File: src/rtl/scr_sync_trigger.sv
// Line-synchronised SCR firing trigger: zero-cross filter, period/lock tracker, delay-and-fire FSM.
// Define SCR_SYNC_HOLDOFF_EN to ignore filtered rising edges for PERIOD_MIN/2 cycles after each event.
module scr_sync_trigger #(
    parameter int FILT_LEN   = 2500,
    parameter int PERIOD_MIN = 900000,
    parameter int PERIOD_MAX = 1100000,
    parameter int PULSE_LEN  = 4
) (
    input  logic        CLK,
    input  logic        RST,
    input  logic        ZC_IN,
    input  logic        RUN,
    input  logic [23:0] ALPHA,
    input  logic        CLR_MISS,
    output logic        START,
    output logic        ZC_EVT,
    output logic        LOCKED,
    output logic [23:0] PERIOD,
    output logic        MISS
);

    localparam int FW = (FILT_LEN > 1) ? $clog2(FILT_LEN) : 1;
    localparam int PW = (PULSE_LEN > 1) ? $clog2(PULSE_LEN) : 1;
    localparam logic [FW-1:0] FILT_LAST  = FW'(FILT_LEN - 1);
    localparam logic [PW-1:0] PULSE_LAST = PW'(PULSE_LEN - 1);
    localparam logic [23:0]   P_MIN      = 24'(PERIOD_MIN);
    localparam logic [23:0]   P_MAX      = 24'(PERIOD_MAX);
    localparam logic [23:0]   ALPHA_MAX  = 24'(PERIOD_MIN - 1);

    typedef enum logic [1:0] {IDLE, DELAY, FIRE} state_t;

    logic          sync1, sync2, filt, filt_prev, edge_ok;
    logic [FW-1:0] filt_cnt;
    logic          seen, in_window, timeout, locked_nxt;
    logic [23:0]   per_cnt;
    logic [1:0]    lock_cnt, lock_cnt_nxt;
    state_t        state, state_nxt;
    logic [23:0]   dly_cnt, dly_nxt, alpha_c;
    logic [PW-1:0] pulse_cnt, pulse_nxt;
    logic          arm, load, miss_set;

    always_ff @(posedge CLK or posedge RST) begin
        if (RST) begin
            sync1     <= 1'b0;
            sync2     <= 1'b0;
            filt      <= 1'b0;
            filt_prev <= 1'b0;
            filt_cnt  <= '0;
            ZC_EVT    <= 1'b0;
        end else begin
            sync1 <= ZC_IN;
            sync2 <= sync1;
            if (sync2 != filt) begin
                if (filt_cnt == FILT_LAST) begin
                    filt     <= sync2;
                    filt_cnt <= '0;
                end else begin
                    filt_cnt <= filt_cnt + 1'b1;
                end
            end else begin
                filt_cnt <= '0;
            end
            filt_prev <= filt;
            ZC_EVT    <= filt & ~filt_prev & edge_ok;
        end
    end

`ifdef SCR_SYNC_HOLDOFF_EN
    localparam logic [23:0] HOLD_LEN = 24'(PERIOD_MIN / 2);
    logic [23:0] hold_cnt;

    always_ff @(posedge CLK or posedge RST) begin
        if (RST) begin
            hold_cnt <= '0;
        end else if (ZC_EVT) begin
            hold_cnt <= HOLD_LEN;
        end else if (hold_cnt != '0) begin
            hold_cnt <= hold_cnt - 24'd1;
        end
    end

    assign edge_ok = (hold_cnt == '0);
`else
    assign edge_ok = 1'b1;
`endif

    assign in_window = (per_cnt >= P_MIN) && (per_cnt <= P_MAX);
    assign timeout   = seen && (per_cnt > P_MAX);

    // The firing FSM needs the lock state as updated by the current event.
    always_comb begin
        lock_cnt_nxt = lock_cnt;
        locked_nxt   = LOCKED;
        if (ZC_EVT && seen) begin
            if (in_window) begin
                lock_cnt_nxt = (lock_cnt == 2'd3) ? 2'd3 : lock_cnt + 2'd1;
                locked_nxt   = (lock_cnt_nxt == 2'd3);
            end else begin
                lock_cnt_nxt = '0;
                locked_nxt   = 1'b0;
            end
        end else if (timeout) begin
            lock_cnt_nxt = '0;
            locked_nxt   = 1'b0;
        end
    end

    always_ff @(posedge CLK or posedge RST) begin
        if (RST) begin
            seen     <= 1'b0;
            per_cnt  <= '0;
            PERIOD   <= '0;
            lock_cnt <= '0;
            LOCKED   <= 1'b0;
        end else begin
            lock_cnt <= lock_cnt_nxt;
            LOCKED   <= locked_nxt;
            if (ZC_EVT) begin
                seen    <= 1'b1;
                per_cnt <= 24'd1;
                if (seen) begin
                    PERIOD <= per_cnt;
                end
            end else if (seen && per_cnt != '1) begin
                per_cnt <= per_cnt + 24'd1;
            end
        end
    end

    assign alpha_c  = (ALPHA >= P_MIN) ? ALPHA_MAX : ALPHA;
    assign arm      = ZC_EVT && RUN && locked_nxt;
    assign miss_set = ZC_EVT && (state != IDLE);

    // Loading the delay counter with 0 goes straight to FIRE so START follows ZC_EVT by ALPHA+1 cycles.
    always_comb begin
        state_nxt = state;
        dly_nxt   = dly_cnt;
        pulse_nxt = pulse_cnt;
        load      = 1'b0;
        case (state)
            IDLE: begin
                load = arm;
            end
            DELAY: begin
                if (ZC_EVT) begin
                    load = arm;
                    if (!arm) begin
                        state_nxt = IDLE;
                    end
                end else begin
                    dly_nxt = dly_cnt - 24'd1;
                    if (dly_cnt == 24'd1) begin
                        state_nxt = FIRE;
                        pulse_nxt = '0;
                    end
                end
            end
            FIRE: begin
                if (pulse_cnt == PULSE_LAST) begin
                    state_nxt = IDLE;
                end else begin
                    pulse_nxt = pulse_cnt + 1'b1;
                end
            end
            default: state_nxt = IDLE;
        endcase
        if (load) begin
            dly_nxt   = alpha_c;
            pulse_nxt = '0;
            state_nxt = (alpha_c == '0) ? FIRE : DELAY;
        end
        if (!RUN || timeout) begin
            state_nxt = IDLE;
        end
    end

    always_ff @(posedge CLK or posedge RST) begin
        if (RST) begin
            state     <= IDLE;
            dly_cnt   <= '0;
            pulse_cnt <= '0;
            MISS      <= 1'b0;
        end else begin
            state     <= state_nxt;
            dly_cnt   <= dly_nxt;
            pulse_cnt <= pulse_nxt;
            MISS      <= miss_set | (MISS & ~CLR_MISS);
        end
    end

    assign START = (state == FIRE);

endmodule

File: config.mk
export PLATFORM = sky130hd
export DESIGN_NAME = scr_sync_trigger
export DESIGN_NICKNAME = d
export VERILOG_FILES = /design/src/rtl/scr_sync_trigger.sv
export SDC_FILE = /design/constraint.sdc
export NUM_CORES = 1
export LEC_CHECK = 0
export ABC_AREA = 1
export CAP_MARGIN = 20
export CORE_UTILIZATION = 46
export DETAILED_ROUTE_END_ITERATION = 8
export GPL_ROUTABILITY_DRIVEN = 0
export MAX_ROUTING_LAYER = met4
export PLACE_DENSITY = 0.67
export REMOVE_ABC_BUFFERS = 1
export SYNTH_ARGS = -nofsm -noshare
export SYNTH_HDL_FRONTEND = slang
export SYNTH_SLANG_ARGS = --single-unit
File: constraint.sdc
create_clock -name CLK -period 5.36 [get_ports CLK]
set_input_delay 1.072 -clock CLK [delete_from_list [all_inputs] [get_ports CLK]]
set_output_delay 1.072 -clock CLK [all_outputs]
set_load 0.02 [all_outputs]
==> run metrics, run 1 <==
status=complete, no violations; Hold Path Depth=0; DP Worst Slack=between 2 and 2.5 ns; #FFs+latches synth=98; PD cells=about 230 nW/um^2; initial antenna violation count=0; I/O Buffers=56; hold buffers post-CTS=0; Yosys top cell by area=dfrtp_1; vias per cell=about 5.4; GR Util All Layers=0.233; Avg WL per Cell=~14 um; Fin. Hold Viols=0; syn_area_per_cell=approximately 7.5 um^2; row count=39; Pleak=2.80 nW; CP arrival=roughly 1.7 ns; clock sink count=98; Crit Path Class=reg2out; Crit Reg-Reg Startpoint=per_cnt[21]; Area contributors post-synth=dfrtp_1 45%, nand2_1 12%, nor2_1 7.1%, inv_1 5.6%, o21ai_0 5.0%; Post-Syn Area=5400 um^2; TritonCTS clock tree=yes; fin cells=921; H-tree depth=3; VDD IR-drop max=0.150 mV; crit-path max FO=4; placed cells=between 900 and 1000; RSZ-0062 raised after global routing=no; DRC=0; Final #Nets=slightly above 800; PnR worst setup slack=2.63 ns; period utilization=0.509; WP depth=3; number of max-cap violations=0; remaining antenna violation count after routing=0; Worst-Skew Late Latency=0.35 ns; sequential share of the synthesized area=0.454; diodes inserted=0; top cell type's share of synthesized area=0.454; DRT iter0 DRCs=300; Root Driver=clkbuf_16; critical-path cell list=inv_1 > nor2_1 > clkdlybuf4s50_1; initial cell density of the core=0.473; final wirelength=approximately 13000 um; critical path startpoint category=flop; post-cts sizing count=0; TritonCTS buffer count=9; capturing point of the worst reg2reg path=dly_cnt[21]; dpl hpwl=9260 um; Hold Path Class=reg2reg; min Tclk post-route=2.73 ns; Pre-antenna DRT Iters=5; # IOs=57; Die Area=12200 um^2; WHS Endpoint=sync2; overflow left after global routing=0; actual slew at the worst max-slew pin=0.860 ns; required time worst endpoint=roughly 4.3 ns; clk buf depth=2; vias in the first global route=4761; Bufs and invs on worst path=2; skew final=approximately 0.0073 ns; Mapped Cells=718; Worst R2R Setup Slack=2.67 ns; max-slew violations=0; area grow syn2layout=18.1%; Die Height=about 110 um; share of cells above drive strength 1=0.0450; Fmax=366 MHz; HP Start=sync1; Chip Width=about 110 um; Register-to-Register Path Depth=12; CP Capture Type=output pin; first-pass GRT wire length=about 21000 um; core footprint=11400 um^2; largest net degree at the start of global routing=71; clock slew at reported path FFs=0.07 ns; via count=4932; Critical Path Max Stage Delay=0.65 ns; Slew headroom=0.427; YS warnings=0; delay-heaviest family, CP=buffers and inverters; Setup Fix Bufs, Post-CTS=0; post-synthesis cell type count=37; final setup fails=0; Critical-path top delay cell=clkdlybuf4s50_1; Setup TNS Final=0 ns
-- per-stage QoR --
stage,power (W),util,hold WS (ns),cell area (um^2)
floorplan,0.000781,-,0.331,5300
global placement,0.000813,0.532,0.332,6070
detailed placement,0.000814,0.532,0.335,6070
CTS,0.00147,0.558,0.351,6370
global route,0.00152,0.558,0.359,6370
finish,0.00146,0.558,0.350,6370
-- Yosys cell counts, drive strengths merged --
| master | n |
|---|---|
| a21oi | 24 |
| o211ai | 2 |
| ha | 6 |
| clkbuf | 9 |
| nor2 | 103 |
| o21ai | 58 |
| nand3 | 55 |
| a21boi | 1 |
| inv | 83 |
| mux2 | 1 |
| or2 | 1 |
| o31ai | 5 |
| o21bai | 2 |
| o22ai | 1 |
| nand4 | 25 |
| a221oi | 1 |
| nor4 | 7 |
| xor2 | 12 |
| o21a | 4 |
| xnor2 | 10 |
| dfrtp | 98 |
| nor3 | 20 |
| a31oi | 2 |
| nor3b | 3 |
| nand2 | 175 |
| buf | 7 |
| a211oi | 3 |
-- layer usage --
layer,vias to the layer above,wire [um],global-route usage
met5,-,0,-
met3,26,534,0.0364
met4,0,341,0.110
li1,2457,-,-
met1,2308,5720,0.284
met2,141,5960,0.378
-- cells by family (layout without fill, tap and decap cells) --
logic type,Yosys count,count (layout),synth area share
simple gates,389,389,0.312
compound gates,103,103,0.106
buf+inv,99,159,0.0756
flops,98,98,0.454
xor+xnor,22,22,0.0357
fa+ha+maj,6,6,0.0139
mux,1,1,0.00209
-- worst reg2reg max path, cell delays in order, from the launching register on --
cell	delay, ns
dfrtp_1	0.44
inv_1	0.18
nand3_1	0.14
nor3_1	0.16
nand2_1	0.08
a21oi_2	0.16
nand3_1	0.13
nand2_2	0.13
nand3_2	0.32
nand2_1	0.44
inv_2	0.21
nand2_1	0.09
o21ai_0	0.08
-- flip-flops by register name, indices dropped and copies added, names as in the netlist, 2 cells and up --
name,count
PERIOD,24
dly_cnt,24
filt_cnt,12
lock_cnt,2
per_cnt,24
pulse_cnt,2
state,2
-- area by class of cell --
class / instances / area, um^2
Fill cell: 1079 / 5040
Multi-Input combinational cell: 521 / 2540
Sequential cell: 98 / 2450
Timing Repair Buffer: 60 / 591
Inverter: 83 / 314
Clock buffer: 9 / 225
Tap cell: 143 / 179
Clock inverter: 7 / 77.6
-- layout by cell type, fill, tap and decap left out, drive strengths merged, types with 5 or more instances in the layout --
cell type | Yosys | routed
nand2 | 175 | 175
xor2 | 12 | 12
inv | 83 | 84
nor2 | 103 | 103
xnor2 | 10 | 10
dfrtp | 98 | 98
nand3 | 55 | 55
nor3 | 20 | 20
o31ai | 5 | 5
ha | 6 | 6
nand4 | 25 | 25
nor4 | 7 | 7
a21oi | 24 | 24
clkdlybuf4s50 | 0 | 56
clkbuf | 9 | 9
o21ai | 58 | 58
-- where the power goes --
part	internal, W	leakage, nW	total [W]	switching [W]
logic	0.0000241	1.36	0.0000549	0.0000308
registers	0.000742	1.29	0.000743	0.00000175
clock network	0.000365	0.146	0.000657	0.000292
-- worst max-delay path by stage --
stage                         start        to  slack, ns
final                      state[1]     START       2.63
after detailed placement  ALPHA[15]  state[1]       2.29
after CTS                  state[1]     START       2.61
after floorplan                 RST    LOCKED       1.73
after global routing      ALPHA[15]  state[1]       2.37
after global placement    ALPHA[15]  state[1]       2.35
Note: power is estimated with default switching activity, not from simulation.
==> inputs of run 2 (changes only) <==
clock period = 2.7 ns   (was 5.36 ns; I/O delays follow)
==> run 2 against run 1 <==
Non-clock buffer count grew 7. Hold slack gained 0.0017 ns. Clock power grew 100%. Clock skew grew 0.0026 ns. Worst setup slack lost 2.3 ns. Cell count grew 0.76%. Sequential share of layout area shrank 0.47 points. Die area is the same. Total power grew 100%. First-iteration DRC count shrank 4.0%. Core utilization grew 0.69 points. Largest cell class unchanged.
==> run metrics, run 2 (synthesis gave the netlist of run 1 again) <==
status=complete, no violations; vias in the first global route=4818; fin cells=approximately 930; Hold Path Class=reg2reg; Fin. Hold Viols=0; Fmax=423 MHz; initial antenna violation count=0; via count=4906; CP arrival=2.62 ns; # IOs=57; dpl hpwl=9690 um; commonest non-fill, non-tap cells in the layout=172 x nand2_1, 102 x nor2_1, 98 x dfrtp_1; initial cell density of the core=0.473; Root Driver=clkbuf_16; first-pass GRT wire length=21700 um; final wirelength=12700 um; Die Area=12200 um^2; RSZ-0062 raised after global routing=no; H-tree depth=3; FILL cells=1094; Pre-antenna DRT Iters=5; DRT iter0 DRCs=288; overflow left after global routing=0; clock sink count=a little under 100; I/O Buffers=56; post-cts sizing count=0; Final #Nets=815; Worst-Skew Late Latency=0.36 ns; placed cells=912; commonest non-fill, non-tap cell in the layout=nand2_1; area grow syn2layout=19.6%; VDD IR-drop max=0.323 mV; critical path startpoint category=flop; core footprint=11400 um^2; row count=39; Chip Width=approximately 110 um; CP Capture Type=flop; largest net degree at the start of global routing=42; final setup fails=0; Die Height=between 100 and 150 um; share of cells above drive strength 1=0.0535; Pleak=2.84 nW; period utilization=0.875; GR Util All Layers=0.237; crit-path max FO=4; TritonCTS buffer count=9; hold buffers post-CTS=0; clock slew at reported path FFs=0.07 ns; Crit Path Class=reg2reg; Regs by FF count=PERIOD (24), dly_cnt (24), per_cnt (24); skew final=roughly 0.01 ns; DRC=0; required time worst endpoint=2.96 ns; remaining antenna violation count after routing=0; max-slew violations=0; Slew headroom=0.614; TritonCTS clock tree=yes; vias per cell=5.29; Setup Fix Bufs, Post-CTS=0; number of max-cap violations=0; min Tclk post-route=roughly 2.4 ns; clk buf depth=2; PD cells=451 nW/um^2; actual slew at the worst max-slew pin=0.579 ns; hold slack=0.352 ns; diodes inserted=0; Avg WL per Cell=approximately 14 um
run 2: cell type report:
cell class | instances | area, um^2 | area share
multi-input cells | 521 | 2540 | 0.393
clock buffers | 10 | 239 | 0.0370
repair buffers | 67 | 668 | 0.104
clock inverters | 6 | 65.1 | 0.0101
well taps | 143 | 179 | 0.0277
flip-flops and latches | 98 | 2450 | 0.380
inverters | 83 | 314 | 0.0487
run 2: worst paths after layout:
check                                start          end  slack [ns]  cells past startpoint
worst max-delay path            dly_cnt[0]  dly_cnt[18]        0.34                     12
worst min-delay path                 sync1        sync2        0.35                      0
worst max register to register  dly_cnt[0]  dly_cnt[18]        0.34                     12
worst min register to register       sync1        sync2        0.35                      0
max in group asynchronous              RST   PERIOD[13]        1.54                      3
min in group asynchronous              RST        sync1        0.59                      2
run 2: through the flow:
stage | instance area [um^2] | TNS, ns | setup WS (ns) | util | total power [W]
floorplan | 5300 | -43.02 | -0.402 | - | 0.00155
global placement | 6150 | 0 | 0.406 | 0.539 | 0.00162
detailed placement | 6150 | 0 | 0.324 | 0.539 | 0.00162
CTS | 6450 | 0 | 0.421 | 0.565 | 0.00294
global route | 6450 | 0 | 0.138 | 0.565 | 0.00301
finish | 6450 | 0 | 0.338 | 0.565 | 0.00291
run 2: critical path, cell delays in order, from the launching register on:
cell,delay (ns)
dfrtp_1,0.42
inv_1,0.10
ha_1,0.21
nand2_1,0.12
nor2_1,0.38
nand2_1,0.15
or2_0,0.25
o21ai_0,0.23
nand3_1,0.13
nand2_1,0.08
o21ai_0,0.07
nand2_1,0.07
inv_1,0.03
run 2: power breakdown:
part / switching, W / internal (W) / leakage (nW) / total (W)
Sequential: 0.00000343 / 0.00147 / 1.29 / 0.00148
Combinational: 0.0000633 / 0.0000535 / 1.40 / 0.000117
Clock: 0.000570 / 0.000745 / 0.149 / 0.00132
Total: 0.000637 / 0.00227 / 2.84 / 0.00291
run 2: routing by layer:
layer / track usage / vias to the layer above / wire, um
met5: - / - / 0
met4: 0.117 / 0 / 343
met3: 0.0317 / 27 / 604
met2: 0.378 / 149 / 6030
met1: 0.297 / 2259 / 5750
li1: - / 2471 / -
==> inputs of run 3 (changes only) <==
CTS_CLUSTER_DIAMETER = 150   (was default)
==> results of run 3 <==
Same layout as run 2: the final DEF is identical, and so are final timing and power.
